===== config.mk =====
export PLATFORM = sky130hd
export DESIGN_NAME = pconv_feeder_c1
export DESIGN_NICKNAME = d
export VERILOG_FILES = /design/src/rtl/pconv_feeder_c1.sv
export SDC_FILE = /design/constraint.sdc
export NUM_CORES = 1
export LEC_CHECK = 0
export CAP_MARGIN = 40
export CORE_MARGIN = 2
export CORE_UTILIZATION = 42
export DETAILED_ROUTE_END_ITERATION = 12
export PLACE_DENSITY_LB_ADDON = 0.25
export SLEW_MARGIN = 20
export SYNTH_ARGS = -nofsm -noshare
export SYNTH_HDL_FRONTEND = slang
export SYNTH_SLANG_ARGS = --single-unit

===== constraint.sdc =====
create_clock -name clk -period 2.8 [get_ports clk]
set_input_delay 0.42 -clock clk [delete_from_list [all_inputs] [get_ports clk]]
set_output_delay 0.42 -clock clk [all_outputs]
set_load 0.01 [all_outputs]

===== src/rtl/pconv_feeder_c1.sv =====
// Stream sequencer for the conv-1 pointwise unit: walks channels x pixels, fetching image and coefficient data.
// Optional output tag delay line enabled by defining PCONV_FEEDER_TAG_EN.
module pconv_feeder_c1 #(
  parameter int N        = 16,
  parameter int IMG_SIZE = 28,
  parameter int ADDR_W   = 10,
  parameter int OUT_CH   = 6,
  parameter int OC_W     = 3,
  parameter int MULT_LAT = 2
) (
  input  logic              clk,
  input  logic              rst,
  input  logic              start,
  input  logic              hold,
  input  logic [4:0]        shift_cfg,
  output logic              busy,
  output logic              done,
  output logic [ADDR_W-1:0] img_addr,
  input  logic [N-1:0]      img_rdata,
  output logic [OC_W-1:0]   w_addr,
  input  logic [N-1:0]      w_rdata,
  input  logic [31:0]       b_rdata,
  output logic              ce,
  output logic              input_vld,
  output logic [N-1:0]      input_din,
  output logic [N-1:0]      weight_din,
  output logic [31:0]       bias_din,
  output logic [4:0]        shift_din,
  output logic              tag_vld,
  output logic [OC_W-1:0]   tag_ch,
  output logic [ADDR_W-1:0] tag_pix,
  output logic              tag_last
);

  localparam int PIX   = IMG_SIZE * IMG_SIZE;
  localparam int DEPTH = MULT_LAT + 1;
  localparam int DW    = $clog2(DEPTH + 1);
  localparam logic [ADDR_W-1:0] PIX_LAST   = ADDR_W'(PIX - 1);
  localparam logic [OC_W-1:0]   CH_LAST    = OC_W'(OUT_CH - 1);
  localparam logic [DW-1:0]     DRAIN_LAST = DW'(DEPTH);

  typedef enum logic [1:0] {S_IDLE, S_LOAD, S_STREAM, S_DRAIN} state_t;

  state_t            r_state, w_next;
  logic [ADDR_W-1:0] r_pix;
  logic [OC_W-1:0]   r_ch;
  logic [DW-1:0]     r_drain;
  logic              r_after_load;
  logic              r_vld_p1;
  logic [N-1:0]      r_weight;
  logic [31:0]       r_bias;
  logic [4:0]        r_shift;
  logic              w_accept;
  logic              w_issue;
  logic              w_last_pix;

  assign w_accept   = (r_state == S_IDLE) && start;
  assign w_issue    = (r_state == S_STREAM) && !hold;
  assign w_last_pix = w_issue && (r_pix == PIX_LAST);

  always_ff @(posedge clk) begin
    if (rst) r_state <= S_IDLE;
    else     r_state <= w_next;
  end

  always_comb begin
    w_next = r_state;
    case (r_state)
      S_IDLE:   if (start) w_next = S_LOAD;
      S_LOAD:   w_next = S_STREAM;
      S_STREAM: if (w_last_pix) w_next = (r_ch == CH_LAST) ? S_DRAIN : S_LOAD;
      S_DRAIN:  if (r_drain == DRAIN_LAST) w_next = S_IDLE;
      default:  w_next = S_IDLE;
    endcase
  end

  always_comb begin
    busy     = 1'b0;
    done     = 1'b0;
    w_addr   = '0;
    img_addr = '0;
    case (r_state)
      S_LOAD: begin
        busy   = 1'b1;
        w_addr = r_ch;
      end
      S_STREAM: begin
        busy     = 1'b1;
        img_addr = r_pix;
      end
      S_DRAIN: begin
        busy = 1'b1;
        done = (r_drain == DRAIN_LAST);
      end
      default: ;
    endcase
  end

  assign ce = busy;

  // issue stage: counters advance on every read that leaves the sequencer
  always_ff @(posedge clk) begin
    if (rst) begin
      r_pix        <= '0;
      r_ch         <= '0;
      r_drain      <= '0;
      r_after_load <= 1'b0;
      r_vld_p1     <= 1'b0;
    end else begin
      r_after_load <= (r_state == S_LOAD);
      r_vld_p1     <= w_issue;
      r_drain      <= (r_state == S_DRAIN) ? r_drain + 1'b1 : '0;
      if (w_accept) begin
        r_pix <= '0;
        r_ch  <= '0;
      end else if (w_issue) begin
        r_pix <= w_last_pix ? '0 : r_pix + 1'b1;
        if (w_last_pix && (r_ch != CH_LAST)) r_ch <= r_ch + 1'b1;
      end
    end
  end

  // coefficient stage: ROM data lands one cycle after LOAD, held for the whole channel
  always_ff @(posedge clk) begin
    if (rst) begin
      r_weight <= '0;
      r_bias   <= '0;
      r_shift  <= '0;
    end else begin
      if (w_accept) r_shift <= shift_cfg;
      if ((r_state == S_STREAM) && r_after_load) begin
        r_weight <= w_rdata;
        r_bias   <= b_rdata;
      end
    end
  end

  assign input_vld  = r_vld_p1;
  assign input_din  = r_vld_p1 ? img_rdata : '0;
  assign weight_din = r_weight;
  assign bias_din   = r_bias;
  assign shift_din  = r_shift;

`ifdef PCONV_FEEDER_TAG_EN
  logic [OC_W-1:0]               r_ch_p1;
  logic [ADDR_W-1:0]             r_pix_p1;
  logic                          r_last_p1;
  logic [DEPTH-1:0]              r_tvld_p2;
  logic [DEPTH-1:0][OC_W-1:0]    r_tch_p2;
  logic [DEPTH-1:0][ADDR_W-1:0]  r_tpix_p2;
  logic [DEPTH-1:0]              r_tlast_p2;

  // tag stage: fields zeroed for idle slots so the line never shows stale indices
  always_ff @(posedge clk) begin
    if (rst) begin
      r_ch_p1    <= '0;
      r_pix_p1   <= '0;
      r_last_p1  <= 1'b0;
      r_tvld_p2  <= '0;
      r_tch_p2   <= '0;
      r_tpix_p2  <= '0;
      r_tlast_p2 <= '0;
    end else begin
      r_ch_p1       <= w_issue ? r_ch : '0;
      r_pix_p1      <= w_issue ? r_pix : '0;
      r_last_p1     <= w_last_pix;
      r_tvld_p2[0]  <= r_vld_p1;
      r_tch_p2[0]   <= r_ch_p1;
      r_tpix_p2[0]  <= r_pix_p1;
      r_tlast_p2[0] <= r_last_p1;
      for (int i = 1; i < DEPTH; i++) begin
        r_tvld_p2[i]  <= r_tvld_p2[i-1];
        r_tch_p2[i]   <= r_tch_p2[i-1];
        r_tpix_p2[i]  <= r_tpix_p2[i-1];
        r_tlast_p2[i] <= r_tlast_p2[i-1];
      end
    end
  end

  assign tag_vld  = r_tvld_p2[DEPTH-1];
  assign tag_ch   = r_tch_p2[DEPTH-1];
  assign tag_pix  = r_tpix_p2[DEPTH-1];
  assign tag_last = r_tlast_p2[DEPTH-1];
`else
  assign tag_vld  = 1'b0;
  assign tag_ch   = '0;
  assign tag_pix  = '0;
  assign tag_last = 1'b0;
`endif

endmodule


Word-level counts from Yosys, hierarchy flattened
Index checks and enable logic that the tools add are counted.

Output and inout bits: 101. Flip-flop bits (word level): 72. Bits of input ports: 73.

Add/subtract/negate cells: 3. Bitwise operators: 1. Equal/unequal tests: 10. Multiplexer cells: 11. Reduce and logical (&&, ||, !) cells: 12.

Operator list (count): 10-bit two-way mux (2); 16-bit two-way mux (1); 10-bit by 1-bit adder with 10-bit output (second input constant) (1); 10-bit equality test (second input constant) (1); 2-bit two-way mux (4); 2-bit one-hot mux with 4 select lines (1); 2-bit equality test (second input constant) (3); 2-bit != test (second input constant) (3); 1-bit logical AND (5); 2-bit OR reduction (2); 3-bit by 1-bit adder with 3-bit output (second input constant) (1); 3-bit equality test (second input constant) (1); 3-bit two-way mux (1); 3-bit != test (second input constant) (1); 3-bit AND reduction (1); 3-bit OR reduction (1); 2-bit by 1-bit adder with 2-bit output (second input constant) (1); 2-bit by 1-bit equality test with 1-bit output (second input constant) (1); 2-bit logical NOT (1); 1-bit two-way mux (2); 2-bit AND reduction (1); 1-bit logical NOT (1); 1-bit inverter (1).

Depth between registers and ports, before layout
Gate-level depths: netlist of the first run.

Depth in word-level cells: 5. Depth in mapped cells: 7. Mapped depth without buffers: 5.

Least setup slack after synthesis of the first run
Ideal clock, no wire load.

Path kind: input to register. Start point: in start. End point: reg r_pix[4]. Path buffers: 1. Arrival: 1438 ps. Setup slack: 1245 ps. Library setup time: 116 ps. Required time: 2684 ps. Stages: 5. Cell sequence: nor3b_2 -> or2_1 -> buf_2 -> a2111oi_0 -> a31o_2.

Longest elaborated chain between the ends: 2.

RTL lines: from (decl) (RTL line 13) `input logic start,`; 1-bit logical AND (RTL line 57) `assign w_accept = (r_state == S_IDLE) && start;`; 2-bit OR reduction (no source line); to (signal assigned) (RTL line 117) `r_pix <= w_last_pix ? '0 : r_pix + 1'b1;`; to (decl) (RTL line 45) `logic [ADDR_W-1:0] r_pix;`.

No other way between the ends. A chain may end at the register's enable or synchronous reset.

Worst setup path after layout of the first run
Start point: reg r_state[1]. End point: out img_addr[8].

Longest elaborated chain between the ends: 2.

RTL lines: from (decl) (RTL line 44) `state_t r_state, w_next;`; from (signal assigned) (RTL line 63) `else r_state <= w_next;`; 2-bit equality test (RTL line 82) `case (r_state)`; 10-bit two-way mux (RTL line 82); to (decl) (RTL line 18) `output logic [ADDR_W-1:0] img_addr,`.

No other way between the ends.

==> results of run 1 <==
## final cells by class
cell class / instances / area share, %
Multi-Input combinational cell: 282 / 30.15
Clock buffer: 10 / 2.593
Inverter: 3 / 0.2288
Tap cell: 99 / 2.517
Sequential cell: 72 / 29.28
Timing Repair Buffer: 162 / 33.05
Clock inverter: 6 / 2.186
## synthesized netlist by cell type (2+ instances only)
cell type | n | share of area, %
sky130_fd_sc_hd__and2_1 | 31 | 6.2
sky130_fd_sc_hd__nand4_1 | 3 | 0.60
sky130_fd_sc_hd__dfxtp_1 | 72 | 46
sky130_fd_sc_hd__xnor2_1 | 4 | 1.1
sky130_fd_sc_hd__buf_6 | 2 | 0.72
sky130_fd_sc_hd__clkbuf_1 | 14 | 1.7
sky130_fd_sc_hd__buf_2 | 7 | 1.1
sky130_fd_sc_hd__or3_1 | 2 | 0.40
sky130_fd_sc_hd__ha_1 | 4 | 1.6
sky130_fd_sc_hd__xor2_1 | 2 | 0.56
sky130_fd_sc_hd__nor3_1 | 9 | 1.4
sky130_fd_sc_hd__mux2i_1 | 5 | 1.6
sky130_fd_sc_hd__and3_1 | 2 | 0.40
sky130_fd_sc_hd__a21oi_1 | 56 | 9.0
sky130_fd_sc_hd__nor3b_1 | 2 | 0.48
sky130_fd_sc_hd__nand3_1 | 2 | 0.32
sky130_fd_sc_hd__buf_4 | 16 | 3.9
sky130_fd_sc_hd__nor4_4 | 2 | 1.4
sky130_fd_sc_hd__inv_1 | 3 | 0.36
sky130_fd_sc_hd__o21ai_0 | 4 | 0.64
sky130_fd_sc_hd__nand2_1 | 108 | 13
sky130_fd_sc_hd__nor2_1 | 15 | 1.8
## sequential cells by signal, indices dropped and copies added (netlist names)
signal / count
bias_din: 32
weight_din: 16
r_pix: 10
shift_din: 5
r_ch: 3
r_drain: 2
r_state: 2
input_vld: 1
r_after_load: 1
## power by group
group	internal, mW	switching, mW	total, mW	leakage [nW]
logic	0.152	0.0985	0.250	1.07
registers	1.04	0.0194	1.06	0.581
clock network	0.589	0.393	0.982	0.116
## worst register-to-register path: stages, from the launching register on
cell,delay [ns]
sky130_fd_sc_hd__dfxtp_1,0.61
sky130_fd_sc_hd__and2b_2,0.36
sky130_fd_sc_hd__and2_2,0.17
sky130_fd_sc_hd__buf_4,0.41
sky130_fd_sc_hd__nand2_1,0.14
sky130_fd_sc_hd__a21oi_1,0.14
## logic make-up (layout without fill, tap and decap cells)
logic type,Yosys count,after routing,share of synthesized area [%]
AND/OR/NAND/NOR,189,189,30.32
buffers and inverters,43,181,7.911
AO/OA/AOI/OAI,63,63,10.48
other,1,15,0.1204
adder cells (fa/ha/maj),4,4,1.606
flip-flops,72,72,46.26
multiplexers,5,5,1.606
XOR/XNOR,6,6,1.687
## path summary, 6_finish.rpt
kind               from  slack [ns]      endpoint  depth (start not counted)
max          r_state[1]        0.38   img_addr[8]                          3
min reg2reg  r_drain[0]        0.43    r_drain[0]                          1
min                 rst        0.42  shift_din[1]                          2
max reg2reg  r_state[1]        0.89  bias_din[25]                          5
## metal layers
layer  share of wire [%]  GRT usage (%)
met1                  39          22.29
met2                  47          34.71
met3                  12          11.06
met4                 1.2          6.026
met5                   0              0
==> impl_metrics.csv, run 1 <==
group,metric,value,unit
critical_path,cell_with_the_largest_stage_delay_on_the_worst_path,"sky130_fd_sc_hd__dfxtp_1",
layout,fin_nets,607,
synthesis,synth_enable_flop_cells,0,
layout,flow.area_growth_from_synthesis,57.99,%
timing,hold_ws,0.4217,ns
placed_design,preCtsSetupSlack,0.6340,ns
timing,timing.slew.headroom,66.67,%
critical_path,cp.arrival,2.00,ns
timing,total_neg_setup_slack,0,ns
layout,most_common_cell_after_layout_fill_and_taps_aside,"sky130_fd_sc_hd__clkdlybuf4s50_1",
critical_path,timing.critical_path.buf_inv,1,
timing,grt_setup_unrepaired,"no",
floorplanning,die_width,90.13,um
critical_path,worst_setup_path_end_kind,"output pin",
synthesis,synth_seq_cells,72,
power_and_ir_drop,power_per_cell_area,465.8,nW/um2
placed_design,numPlacedInstances,618,
grt,grt_pass1_vias,2930,
clock_tree,cells_resized_by_post_cts_repair,0,
timing,worst_clock_skew,0.007958,ns
synthesis,synth-seq-area-share,46.27,%
synthesis,synth_cell_type_count,40,
timing,final_cycle_share,86.59,%
layout,final_non_filler_cell_total,634,
grt,grt_usage,20.56,%
outcome,run_status,"completed",
clock_tree,cts.htree.levels,3,
layout,register_area,1441,um2
critical_path,cp_cell_sequence,"and2b_2 > and2_1 > clkdlybuf4s50_1",
drt,number_of_violations_reported_at_the_end_of_detailed_routing_iteration_0,121,
floorplanning,core.rowCount,31,
placed_design,place.gp.congestion,0.7923,
layout,layout.cell_area.non_filler,4922,um2
power_and_ir_drop,p_total,2.293,mW
grt,grt_start_max_net_pins,49,
synthesis,yosys_warnings,0,
floorplanning,floorplan.die_area,8123,um2
layout,drive_gt1_share,6.355,%
power_and_ir_drop,static_leakage,1.765,nW
clock_tree,skew_pair_late_insertion_delay,0.35,ns
critical_path,timing.critical_path.slowest_cell_delay,0.61,ns
clock_tree,postCtsHoldBufs,0,
floorplanning,design.core.area,7214,um2
clock_tree,clockRootBuffer,"sky130_fd_sc_hd__clkbuf_8",
timing,timing_worst_slew_pin_value,0.5000,ns
clock_tree,cts_sinks,72,
clock_tree,ctsLongestPathBuffers,2,
drt,detailedRoute.firstPassIterationCount,4,
drt,drc,0,
timing,final_critical_path_setup_slack,0.3755,ns
clock_tree,clk_pin_slew_worst_paths,0.08,ns
grt,grt_first_pass_wirelength,13590,um
grt,antenna_found_initial,0,
floorplanning,io-pin-count,174,
timing,final_period_minus_worst_setup_slack,2.425,ns
placed_design,hpwlAfterDp,6024,um
drt,wl_per_cell,13.15,um
drt,drt.antenna.violating_nets,0,
clock_tree,clock_tree_from_tritoncts,"yes",
synthesis,ys_async_sr_fraction,0,%
layout,final_core_utilization,68.23,%
synthesis,post_synth_instance_area,3115,um2
power_and_ir_drop,vdd_ir_drop_max,0.0003283,V
hold_path,path_class_of_the_lowest_slack_min_delay_path,"in2reg",
placed_design,post_dp_cell_area,4687,um2
drt,via_to_cell_ratio,4.830,
synthesis,main_synth_ff_type,"sky130_fd_sc_hd__dfxtp_1",
grt,total_gr_overflow,0,
drt,route.vias.total,3062,
critical_path,critical_path_required_time,2.38,ns
placed_design,port-buffer-count,158,
drt,drt_wl_total,8337,um
clock_tree,tritoncts.num_buffers,9,
critical_path,critical_path_class,"reg2out",
timing,final_hold_viol_count,0,
layout,multi_input_comb_area,1484,um2
critical_path,launching_element_type_of_the_critical_path,"register",
timing,timing_max_transition_violations_final,0,
timing,setup_viol_count_final,0,
layout,antenna_cells,0,
synthesis,synthCells,383,
floorplanning,initial_core_util,43.18,%
critical_path,worst_path_dominant_cell_family,"flip-flops",
layout,mostFrequentLayoutCells,"157 x sky130_fd_sc_hd__clkdlybuf4s50_1, 107 x sky130_fd_sc_hd__nand2_1, 72 x sky130_fd_sc_hd__dfxtp_1",
synthesis,syn-mean-instance-area,8.134,um2
clock_tree,cts.repair_timing.setup_buffer_count,0,
layout,filler_cell_count,592,
floorplanning,dieHeight,90.13,um
timing,max_clock_freq,0.4125,GHz
run,drv.max_cap_violation_count,0,
critical_path,crit_path_max_fanout,15,
No activity file was read; power rests on OpenSTA's default activity.
==> inputs of run 2 (changes only) <==
Settings changed: PLACE_DENSITY from default to 0.85, PLACE_DENSITY_LB_ADDON 0.25 to default, RECOVER_POWER from default to 100.
==> impl_metrics.csv, run 2 (synthesis gave the netlist of run 1 again) <==
group,metric,value,unit
drt,detailedRoute.firstPassIterationCount,4,
layout,mostFrequentLayoutCells,"108 x sky130_fd_sc_hd__nand2_1, 88 x sky130_fd_sc_hd__clkdlybuf4s50_1, 72 x sky130_fd_sc_hd__dfxtp_1",
layout,multi_input_comb_area,1480,um2
clock_tree,clockRootBuffer,"sky130_fd_sc_hd__clkbuf_8",
clock_tree,cts.repair_timing.setup_buffer_count,0,
clock_tree,cells_resized_by_post_cts_repair,0,
layout,filler_cell_count,572,
placed_design,port-buffer-count,158,
timing,worst_clock_skew,0.01051,ns
clock_tree,postCtsHoldBufs,0,
critical_path,critical_path_class,"reg2out",
drt,highest_layer,"met4",
power_and_ir_drop,static_leakage,2.014,nW
run,drv.max_cap_violation_count,0,
power_and_ir_drop,p_total,2.530,mW
critical_path,worst_setup_path_startpoint,"r_state[1]",
floorplanning,initial_core_util,43.18,%
grt,antenna_found_initial,0,
timing,final_period_minus_worst_setup_slack,2.458,ns
drt,drt_wl_total,8376,um
layout,drive_gt1_share,5.431,%
clock_tree,cts.htree.levels,3,
grt,grt_start_max_net_pins,49,
layout,most_common_cell_after_layout_fill_and_taps_aside,"sky130_fd_sc_hd__nand2_1",
hold_path,path_class_of_the_lowest_slack_min_delay_path,"reg2reg",
clock_tree,skew_pair_late_insertion_delay,0.34,ns
critical_path,r2r_cells,5,
outcome,run_status,"completed",
power_and_ir_drop,vdd_ir_drop_max,0.0003506,V
grt,grt_first_pass_wirelength,14070,um
drt,via_to_cell_ratio,4.795,
critical_path,rr_endpoint,"bias_din[3]",
drt,number_of_violations_reported_at_the_end_of_detailed_routing_iteration_0,149,
drt,drc,0,
clock_tree,clock_tree_from_tritoncts,"yes",
layout,flow.area_growth_from_synthesis,59.60,%
layout,layout.cell_area.non_filler,4972,um2
power_and_ir_drop,switching_power,0.4892,mW
timing,grt_setup_unrepaired,"no",
layout,register_area,1441,um2
timing,final_hold_viol_count,0,
critical_path,worst_setup_path_end_kind,"output pin",
critical_path,launching_element_type_of_the_critical_path,"register",
drt,met1_length,3358,um
timing,timing_max_transition_violations_final,0,
drt,drt.antenna.violating_nets,0,
power_and_ir_drop,pwr-share-clk,48.7,%
critical_path,reg2reg_slack,0.63,ns
power_and_ir_drop,combinationalPowerShare,9.5,%
floorplanning,die_width,90.13,um
layout,final_core_utilization,68.92,%
grt,total_gr_overflow,0,
grt,grt_pass1_vias,2915,
critical_path,critical_path.endpoint,"img_addr[1]",
floorplanning,dieHeight,90.13,um
critical_path,timing.rr.start,"r_state[0]",
timing,timing.slew.headroom,23.02,%
critical_path,cp.arrival,2.04,ns
floorplanning,design.core.area,7214,um2
clock_tree,tritoncts.num_buffers,9,
floorplanning,core.rowCount,31,
floorplanning,io-pin-count,174,
timing,setup_viol_count_final,0,
critical_path,crit_path_max_fanout,15,
layout,largest_register_ffs,32,
placed_design,place.gp.congestion,0.8457,
placed_design,hpwlAfterDp,6126,um
power_and_ir_drop,power_report.internal_total,2.041,mW
timing,total_neg_setup_slack,0,ns
timing,final_cycle_share,87.79,%
placed_design,post_dp_cell_area,4677,um2
timing,timing_worst_slew_pin_value,1.155,ns
clock_tree,clk_pin_slew_worst_paths,0.07,ns
drt,wl_per_cell,13.23,um
layout,antenna_cells,0,
drt,met2_wirelength_from_detailed_routing,4128,um
power_and_ir_drop,power_per_cell_area,508.8,nW/um2
clock_tree,ctsLongestPathBuffers,2,
clock_tree,cts_sinks,72,
timing,max_clock_freq,0.4068,GHz
drt,route.vias.total,3035,
floorplanning,floorplan.die_area,8123,um2
grt,grt_usage,21.14,%
critical_path,critical_path_required_time,2.38,ns
drt,route.met3.wl,849,um
power_and_ir_drop,switching_share,19.34,%
layout,fin_nets,607,
power_and_ir_drop,seq_power_share,41.9,%
run 2: metal layers:
metal	GRT usage, %	up-vias
met5	0	-
met4	6.282	0
met3	8.801	4
met2	36.15	154
met1	24.12	1359
li1	-	1518
run 2: cell type report:
class,count,share of cell area [%]
multi-input combinational,282,29.77
tap,99,2.491
timing repair buffer,162,32.41
sequential,72,28.99
inverter,3,0.2265
clock inverter,6,3.624
clock buffer,9,2.491
run 2: worst max-delay path: stages (launching register included):
cell and delay (ns):
sky130_fd_sc_hd__dfxtp_1 0.60, sky130_fd_sc_hd__and2b_1 0.39, sky130_fd_sc_hd__and2_1 0.18, sky130_fd_sc_hd__clkdlybuf4s50_1 0.53
run 2: stage by stage:
step	hold WS, ns	setup WS (ns)	instances
3_3_place_gp	0.4156	0.7009	618
4_1_cts	0.4399	0.3792	633
2_1_floorplan	0.4057	1.245	397
6_report	0.4396	0.3420	633
3_5_place_dp	0.4299	0.6382	618
5_1_grt	0.4550	0.1352	633
run 2: power by group through the flow:
stage               clock network (mW)  logic [mW]  registers (mW)
global route                      1.30       0.262            1.06
floorplan                            0       0.113            1.08
CTS                               1.26       0.251            1.06
global placement                     0       0.244            1.08
finish                            1.23       0.240            1.06
detailed placement                   0       0.249            1.08
run 2: how the worst min path moves through the flow:
stage               start          to  slack [ns]  depth (start not counted)
2_1_floorplan  r_drain[0]  r_drain[0]        0.41                          1
3_3_place_gp   r_drain[0]  r_drain[0]        0.42                          1
3_5_place_dp   r_drain[0]  r_drain[0]        0.43                          1
4_1_cts        r_drain[0]  r_drain[0]        0.44                          1
5_1_grt        r_drain[0]  r_drain[0]        0.45                          1
6_report       r_drain[0]  r_drain[0]        0.44                          1
